## config.mk

```make
export PLATFORM = sky130hd
export DESIGN_NAME = disp_conf_sequencer
export DESIGN_NICKNAME = d
export VERILOG_FILES = /design/src/rtl/disp_filter_pkg.sv /design/src/rtl/block_pos_counter.sv /design/src/rtl/disp_conf_sequencer.sv
export SDC_FILE = /design/constraint.sdc
export NUM_CORES = 1
export LEC_CHECK = 0
export CORE_MARGIN = 2
export CORE_UTILIZATION = 45
export DETAILED_ROUTE_END_ITERATION = 12
export PLACE_DENSITY = 0.82
export SYNTH_ARGS = -nofsm -noshare
export SYNTH_HDL_FRONTEND = slang
export SYNTH_SLANG_ARGS = --single-unit
```

## constraint.sdc

```tcl
create_clock -name clk -period 5.2 [get_ports clk]
set_input_delay 0.78 -clock clk [delete_from_list [all_inputs] [get_ports clk]]
set_output_delay 0.78 -clock clk [all_outputs]
set_load 0.005 [all_outputs]
```

## src/rtl/disp_filter_pkg.sv

```systemverilog
// Shared types and helpers for the disparity/confidence sequencer.
// Contents: sequencer FSM state enum, pipeline flush length, block geometry
// helpers and a counter-width helper.
package disp_filter_pkg;

   // Cycles spent in FLUSH to let the processor pipeline drain.
   localparam int unsigned FLUSH_LEN = 3;

   typedef enum logic [2:0] {
      ST_IDLE  = 3'd0,
      ST_ALIGN = 3'd1,
      ST_RUN   = 3'd2,
      ST_FLUSH = 3'd3,
      ST_DONE  = 3'd4
   } seq_state_t;

   // Blocks per block row.
   function automatic int unsigned blk_cols(input int unsigned width, input int unsigned dec);
      return width / dec;
   endfunction

   // Block rows per frame.
   function automatic int unsigned blk_rows(input int unsigned height, input int unsigned dec);
      return height / dec;
   endfunction

   // Bits needed to count 0..n-1, never less than one.
   function automatic int unsigned cnt_width(input int unsigned n);
      return (n > 1) ? $clog2(n) : 1;
   endfunction

endpackage

```

## src/rtl/block_pos_counter.sv

```systemverilog
// Column/row wrap counter over a grid of blocks.
// Ports: clk, reset (sync, active-high), clear (sync clear), advance (step one
// block), last_col / last_row (current position is last column / last row).
// Wraps column at num_cols-1 into the next row and row at num_rows-1 to zero.
module block_pos_counter
   import disp_filter_pkg::*;
#(
   parameter int unsigned num_cols = 4,
   parameter int unsigned num_rows = 2
) (
   input  logic clk,
   input  logic reset,
   input  logic clear,
   input  logic advance,
   output logic last_col,
   output logic last_row
);

   localparam int unsigned CW = cnt_width(num_cols);
   localparam int unsigned RW = cnt_width(num_rows);

   logic [CW-1:0] col;
   logic [RW-1:0] row;

   assign last_col = (col == CW'(num_cols - 1));
   assign last_row = (row == RW'(num_rows - 1));

   // Position register
   always_ff @(posedge clk) begin
      if (reset || clear) begin
         col <= '0;
         row <= '0;
      end else if (advance) begin
         if (last_col) begin
            col <= '0;
            row <= last_row ? '0 : row + RW'(1);
         end else begin
            col <= col + CW'(1);
         end
      end
   end

endmodule

```

## src/rtl/disp_conf_sequencer.sv

```systemverilog
// Frame-level sequencer for the disparity/confidence pixel processor.
// Gates upstream beats into the processor (proc_*), re-aligns the processor at
// each frame start, tags processor results with last-column / last-row markers
// and checks that each frame yields exactly BLK_COLS*BLK_ROWS results.
// Ports:
//   clk, reset (sync, active-high); start, abort: frame control
//   in_valid/in_ready + pixels_in/disp_in/conf_in: upstream beat stream
//   proc_reset, proc_valid, proc_pixels/proc_disp/proc_conf: processor inputs
//   proc_out_valid, proc_disp_conf, proc_conf_out: processor results
//   out_valid, out_disp_conf, out_conf, out_last_col, out_last_row: tagged results
//   busy, frame_done (pulse), count_err (sticky)
// Optional: define DISP_SEQ_STATS_EN to add stat_conf_sum / stat_zero_blocks.
module disp_conf_sequencer
   import disp_filter_pkg::*;
#(
   parameter int unsigned disp_bits  = 5,
   parameter int unsigned dec_factor = 2,
   parameter int unsigned img_width  = 640,
   parameter int unsigned img_height = 480
) (
   input  logic                   clk,
   input  logic                   reset,
   input  logic                   start,
   input  logic                   abort,
   input  logic                   in_valid,
   output logic                   in_ready,
   input  logic [dec_factor-1:0]  pixels_in,
   input  logic [disp_bits-1:0]   disp_in,
   input  logic [7:0]             conf_in,
   output logic                   proc_reset,
   output logic                   proc_valid,
   output logic [dec_factor-1:0]  proc_pixels,
   output logic [disp_bits-1:0]   proc_disp,
   output logic [7:0]             proc_conf,
   input  logic [8+disp_bits-1:0] proc_disp_conf,
   input  logic [7:0]             proc_conf_out,
   input  logic                   proc_out_valid,
   output logic                   out_valid,
   output logic [8+disp_bits-1:0] out_disp_conf,
   output logic [7:0]             out_conf,
   output logic                   out_last_col,
   output logic                   out_last_row,
   output logic                   busy,
   output logic                   frame_done,
   output logic                   count_err
`ifdef DISP_SEQ_STATS_EN
   ,
   output logic [31:0]            stat_conf_sum,
   output logic [31:0]            stat_zero_blocks
`endif
);

   localparam int unsigned BLK_COLS = blk_cols(img_width, dec_factor);
   localparam int unsigned BLK_ROWS = blk_rows(img_height, dec_factor);
   localparam int unsigned BLOCKS   = BLK_COLS * BLK_ROWS;
   localparam int unsigned PW       = cnt_width(dec_factor);
   localparam int unsigned OCW      = cnt_width(BLOCKS + 2);
   localparam int unsigned FW       = cnt_width(FLUSH_LEN);

   seq_state_t     state, next_state;
   logic           fire, abort_hit, clear_ctrs;
   logic [PW-1:0]  phase;
   logic           phase_last, in_last_col, in_last_row, last_beat;
   logic [FW-1:0]  flush_cnt;
   logic           flush_last;
   logic [OCW-1:0] out_blk_cnt, blk_cnt_nxt;
   logic           out_ok;

   assign fire       = in_valid && in_ready;
   assign abort_hit  = abort && (state != ST_IDLE);
   assign clear_ctrs = (state == ST_ALIGN) || abort_hit;
   assign phase_last = (phase == PW'(dec_factor - 1));
   assign last_beat  = fire && phase_last && in_last_col && in_last_row;
   assign flush_last = (flush_cnt == FW'(FLUSH_LEN - 1));

   // State register
   always_ff @(posedge clk) begin
      if (reset) state <= ST_IDLE;
      else       state <= next_state;
   end

   // Next-state logic; abort overrides everything outside IDLE
   always_comb begin
      next_state = state;
      unique case (state)
         ST_IDLE:  if (start) next_state = ST_ALIGN;
         ST_ALIGN: next_state = ST_RUN;
         ST_RUN:   if (last_beat) next_state = ST_FLUSH;
         ST_FLUSH: if (flush_last) next_state = ST_DONE;
         ST_DONE:  next_state = ST_IDLE;
         default:  next_state = ST_IDLE;
      endcase
      if (abort_hit) next_state = ST_IDLE;
   end

   // Registered control outputs, decoded from the state being entered
   always_ff @(posedge clk) begin
      if (reset) begin
         in_ready   <= 1'b0;
         busy       <= 1'b0;
         frame_done <= 1'b0;
         proc_reset <= 1'b1;
      end else begin
         in_ready   <= (next_state == ST_RUN);
         busy       <= (next_state != ST_IDLE);
         frame_done <= (next_state == ST_DONE);
         proc_reset <= (next_state == ST_ALIGN) || abort_hit;
      end
   end

   // Flush length counter, idle at zero outside FLUSH
   always_ff @(posedge clk) begin
      if (reset || state != ST_FLUSH) flush_cnt <= '0;
      else                            flush_cnt <= flush_cnt + FW'(1);
   end

   // Beat phase within the current input block
   always_ff @(posedge clk) begin
      if (reset || clear_ctrs) phase <= '0;
      else if (fire)           phase <= phase_last ? '0 : phase + PW'(1);
   end

   block_pos_counter #(.num_cols(BLK_COLS), .num_rows(BLK_ROWS)) u_in_pos (
      .clk      (clk),
      .reset    (reset),
      .clear    (clear_ctrs),
      .advance  (fire && phase_last),
      .last_col (in_last_col),
      .last_row (in_last_row)
   );

   // Processor input register; a beat caught by abort is not forwarded
   always_ff @(posedge clk) begin
      if (reset) begin
         proc_valid  <= 1'b0;
         proc_pixels <= '0;
         proc_disp   <= '0;
         proc_conf   <= '0;
      end else begin
         proc_valid <= fire && !abort_hit;
         if (fire) begin
            proc_pixels <= pixels_in;
            proc_disp   <= disp_in;
            proc_conf   <= conf_in;
         end
      end
   end

   // Result pass-through; results before RUN belong to no frame and are dropped
   assign out_ok        = proc_out_valid && (state inside {ST_RUN, ST_FLUSH, ST_DONE});
   assign out_valid     = out_ok;
   assign out_disp_conf = proc_disp_conf;
   assign out_conf      = proc_conf_out;

   block_pos_counter #(.num_cols(BLK_COLS), .num_rows(BLK_ROWS)) u_out_pos (
      .clk      (clk),
      .reset    (reset),
      .clear    (clear_ctrs),
      .advance  (out_valid),
      .last_col (out_last_col),
      .last_row (out_last_row)
   );

   // Result count, saturating one past the expected total
   assign blk_cnt_nxt = (out_valid && out_blk_cnt != OCW'(BLOCKS + 1)) ?
                        out_blk_cnt + OCW'(1) : out_blk_cnt;

   always_ff @(posedge clk) begin
      if (reset || clear_ctrs) out_blk_cnt <= '0;
      else                     out_blk_cnt <= blk_cnt_nxt;
   end

   // Sticky integrity flag; sets take priority over the ALIGN clear
   always_ff @(posedge clk) begin
      if (reset) begin
         count_err <= 1'b0;
      end else begin
         if (state == ST_ALIGN)
            count_err <= 1'b0;
         if (proc_out_valid && !out_ok)
            count_err <= 1'b1;
         if (out_valid && out_blk_cnt >= OCW'(BLOCKS))
            count_err <= 1'b1;
         if (state == ST_DONE && blk_cnt_nxt != OCW'(BLOCKS))
            count_err <= 1'b1;
      end
   end

`ifdef DISP_SEQ_STATS_EN
   logic [32:0] conf_sum_ext;
   assign conf_sum_ext = {1'b0, stat_conf_sum} + 33'(out_conf);

   // Per-frame confidence statistics, saturating
   always_ff @(posedge clk) begin
      if (reset || state == ST_ALIGN) begin
         stat_conf_sum    <= '0;
         stat_zero_blocks <= '0;
      end else if (out_valid) begin
         stat_conf_sum <= conf_sum_ext[32] ? '1 : conf_sum_ext[31:0];
         if (out_conf == 8'd0 && stat_zero_blocks != '1)
            stat_zero_blocks <= stat_zero_blocks + 32'd1;
      end
   end
`endif

endmodule

```

==> metrics.csv <==
stage,metric,value,unit
route,drc,0,
critical_path,end_kind,output pin,
global_routing,grt_max_degree,36,
finish,fin_nets,522,
route,wire_per_inst,13.2,um
synth,synthArstFlopShare,0,%
critical_path,cp-start-kind,input pin,
global_routing,grt_pass1_vias,2825,
floorplan,dieHeight,95.0,um
clock_tree,cts.repair.resized,0,
timing,fin_crit_sh,61.3,%
critical_path,crit_type,input pin to output pin,
floorplan,rows,33,
run,cap_violations,0,
finish,regArea,0.00156,mm^2
finish,area_growth,15.3,%
floorplan,die_x,95.0,um
synth,yosysTopAreaCellShare,41.9,%
finish,stdcell_area,0.00430,mm^2
timing,skew,8.40,ps
route,totalWireLength,7700,um
clock_tree,path_clk_slew,80,ps
clock_tree,worstSkewPairLatency,350,ps
synth,synth-edff-count,0,
timing,tns,0,ps
clock_tree,numCtsBuffers,9,
status,status,completed,
synth,synth-seq-cells,78,
timing,hold_viol,0,
route,dr.pass1.iters,4,
placed_design,gp_congestion,0.906,
clock_tree,tritoncts,built,
route,first_iter_violations,206,
power,p_leak,1.46,nW
clock_tree,max-clock-path-buffers,2,
synth,ys_seq_area_share,41.9,%
critical_path,arrival,2410,ps
critical_path,worst_ep_required_time,4420,ps
placed_design,hpwlAfterDp,5450,um
floorplan,initial_utilization,45.9,%
clock_tree,htree_levels,3,
timing,fmaxAchievable,314,MHz
critical_path,r2r_slack,2530,ps
finish,fin_cells,582,
timing,worst_pin_slew,1110,ps
placed_design,dpl-instance-area,0.00408,mm^2
timing,hold_slack,437,ps
floorplan,ios,87,
floorplan,dieArea,0.00903,mm^2
clock_tree,cts.sinks,78,
synth,synth.distinct_cells,50,
timing,setup_viol,0,
timing,finalMaxSlewViolations,0,
synth,synthTopCellsByArea,"dfxtp_1 42%, nor2_1 5.9%, nand2_1 5.8%",
finish,drive_above_1_share,4.82,%
global_routing,grt_use_total,17.5,%
power,ir_drop,101,uV
synth,avgSynthCellArea,8.20,um^2
clock_tree,cts_setup_buffers,0,
synth,synth_nets,505,
finish,antenna_cells,0,
global_routing,grt_pass1_wl,12600,um
route,final_antenna_net_count,0,
placed_design,port_buffers,44,
route,via_per_inst,5.34,
worst_hold_path,min_path_type,flip-flop to flip-flop,
clock_tree,postCtsHoldBufs,0,
placed_design,dp.cells,566,
finish,multi_input_area,0.00190,mm^2
power,p_per_area,271,mW/mm^2
timing,rsz0062_at_grt,false,
synth,yosys_warnings,0,
synth,synth_top_cell_by_area,dfxtp_1,
synth,ys.flop_type,dfxtp_1,
finish,fillCellCount,716,
route,vias,3106,
global_routing,overflow,0,
power,power,1.16,mW
global_routing,antenna_found_initial,0,
synth,syn_area,0.00373,mm^2
critical_path,critical_path_peak_fanout,10,
timing,relSlewSlack,25.9,%
clock_tree,root_buffer,clkbuf_8,
timing,finalWorstPathRequiredPeriod,3190,ps
synth,postSynthCellCount,455,
floorplan,core,0.00813,mm^2
## registers in the layout, indices dropped and copies added, names as in the netlist, 2 cells and up
signal,cells
proc_disp,5
u_out_pos.row,8
out_blk_cnt,17
flush_cnt,2
proc_pixels,2
state,3
proc_conf,8
u_in_pos.row,8
u_in_pos.col,9
u_out_pos.col,9
## cells by family (layout without fill, tap and decap cells)
group,after synthesis,count (layout),synth area share (%)
simple gates,206,206,26.8
flops,78,78,41.9
compound gates,71,71,11.2
buf+inv,49,71,7.08
xor+xnor,38,38,8.92
fa+ha+maj,8,8,2.68
mux,5,5,1.38
## metrics by stage
stage                     setup slack (ps)  utilization, %
after floorplan                       2500               -
after detailed placement              1780            50.1
after CTS                             2020            52.9
final                                 2010            52.9
after global placement                1840            50.1
after global routing                  1920            52.9
## final cells by class
type / count / area share (%)
Multi-Input combinational cell: 328 / 44.3
Sequential cell: 78 / 36.3
Timing Repair Buffer: 44 / 10.2
Clock buffer: 11 / 3.29
Tap cell: 105 / 3.05
Clock inverter: 5 / 1.89
Inverter: 11 / 0.960
## layout by cell type, fill, tap and decap left out, types with 2 or more instances in the layout
cell,count
a211oi_1,4
and2_1,6
a21oi_1,32
nand3_1,18
nand2b_1,5
inv_1,10
or3_1,7
dfxtp_1,78
clkdlybuf4s50_1,44
nor3_1,10
nor4b_1,2
ha_1,8
nand2_1,58
clkbuf_8,10
o2111ai_1,2
xnor2_1,18
or2_2,2
nor2_1,59
o21bai_1,2
nand4_1,12
o21ai_1,2
nor2b_1,5
a21o_1,3
mux2i_1,4
nor3b_1,7
o21ai_0,16
xor2_1,20
and3_1,4
bufinv_16,2
nor4_1,3
## final timing paths
check | from | end | cells after the start
worst min-delay path | flush_cnt[0]$_SDFF_PP0_ | flush_cnt[0]$_SDFF_PP0_ | 1
worst max register to register | state[1]$_SDFF_PP0_ | count_err$_SDFFE_PP0P_ | 6
worst min register to register | flush_cnt[0]$_SDFF_PP0_ | flush_cnt[0]$_SDFF_PP0_ | 1
worst max-delay path | proc_out_valid | out_valid | 5
## synth_stat cells, types with 5 or more instances
master	instances
nand2b_1	5
o21ai_0	16
or3_1	7
clkbuf_1	16
nor2_1	59
inv_1	10
nand3_1	18
xor2_1	20
nor3b_1	7
xnor2_1	18
nor3_1	10
ha_1	8
buf_4	21
nand4_1	12
nor2b_1	5
a21oi_1	32
dfxtp_1	78
and2_1	6
nand2_1	58
## worst max-delay path, cell delays in order
cell and delay [ps]:
clkdlybuf4s50_1 560, and3b_1 290, nor2_2 100, inv_2 150
clkdlybuf4s50_1 530
## power by group
group / total (mW) / switching [mW] / internal [mW]
Combinational: 0.0549 / 0.0269 / 0.0280
Sequential: 0.606 / 0.00499 / 0.602
Clock: 0.502 / 0.218 / 0.284
Total: 1.16 / 0.250 / 0.914
## layer usage
layer | up-vias | share of wire [%] | track usage, %
met3 | 19 | 5.0 | 4.90
met1 | 1441 | 45 | 21.7
met4 | 0 | 1.9 | 7.00
li1 | 1565 | - | -
met5 | - | 0 | 0
met2 | 81 | 48 | 28.8
(Power assumes the default switching activity.)
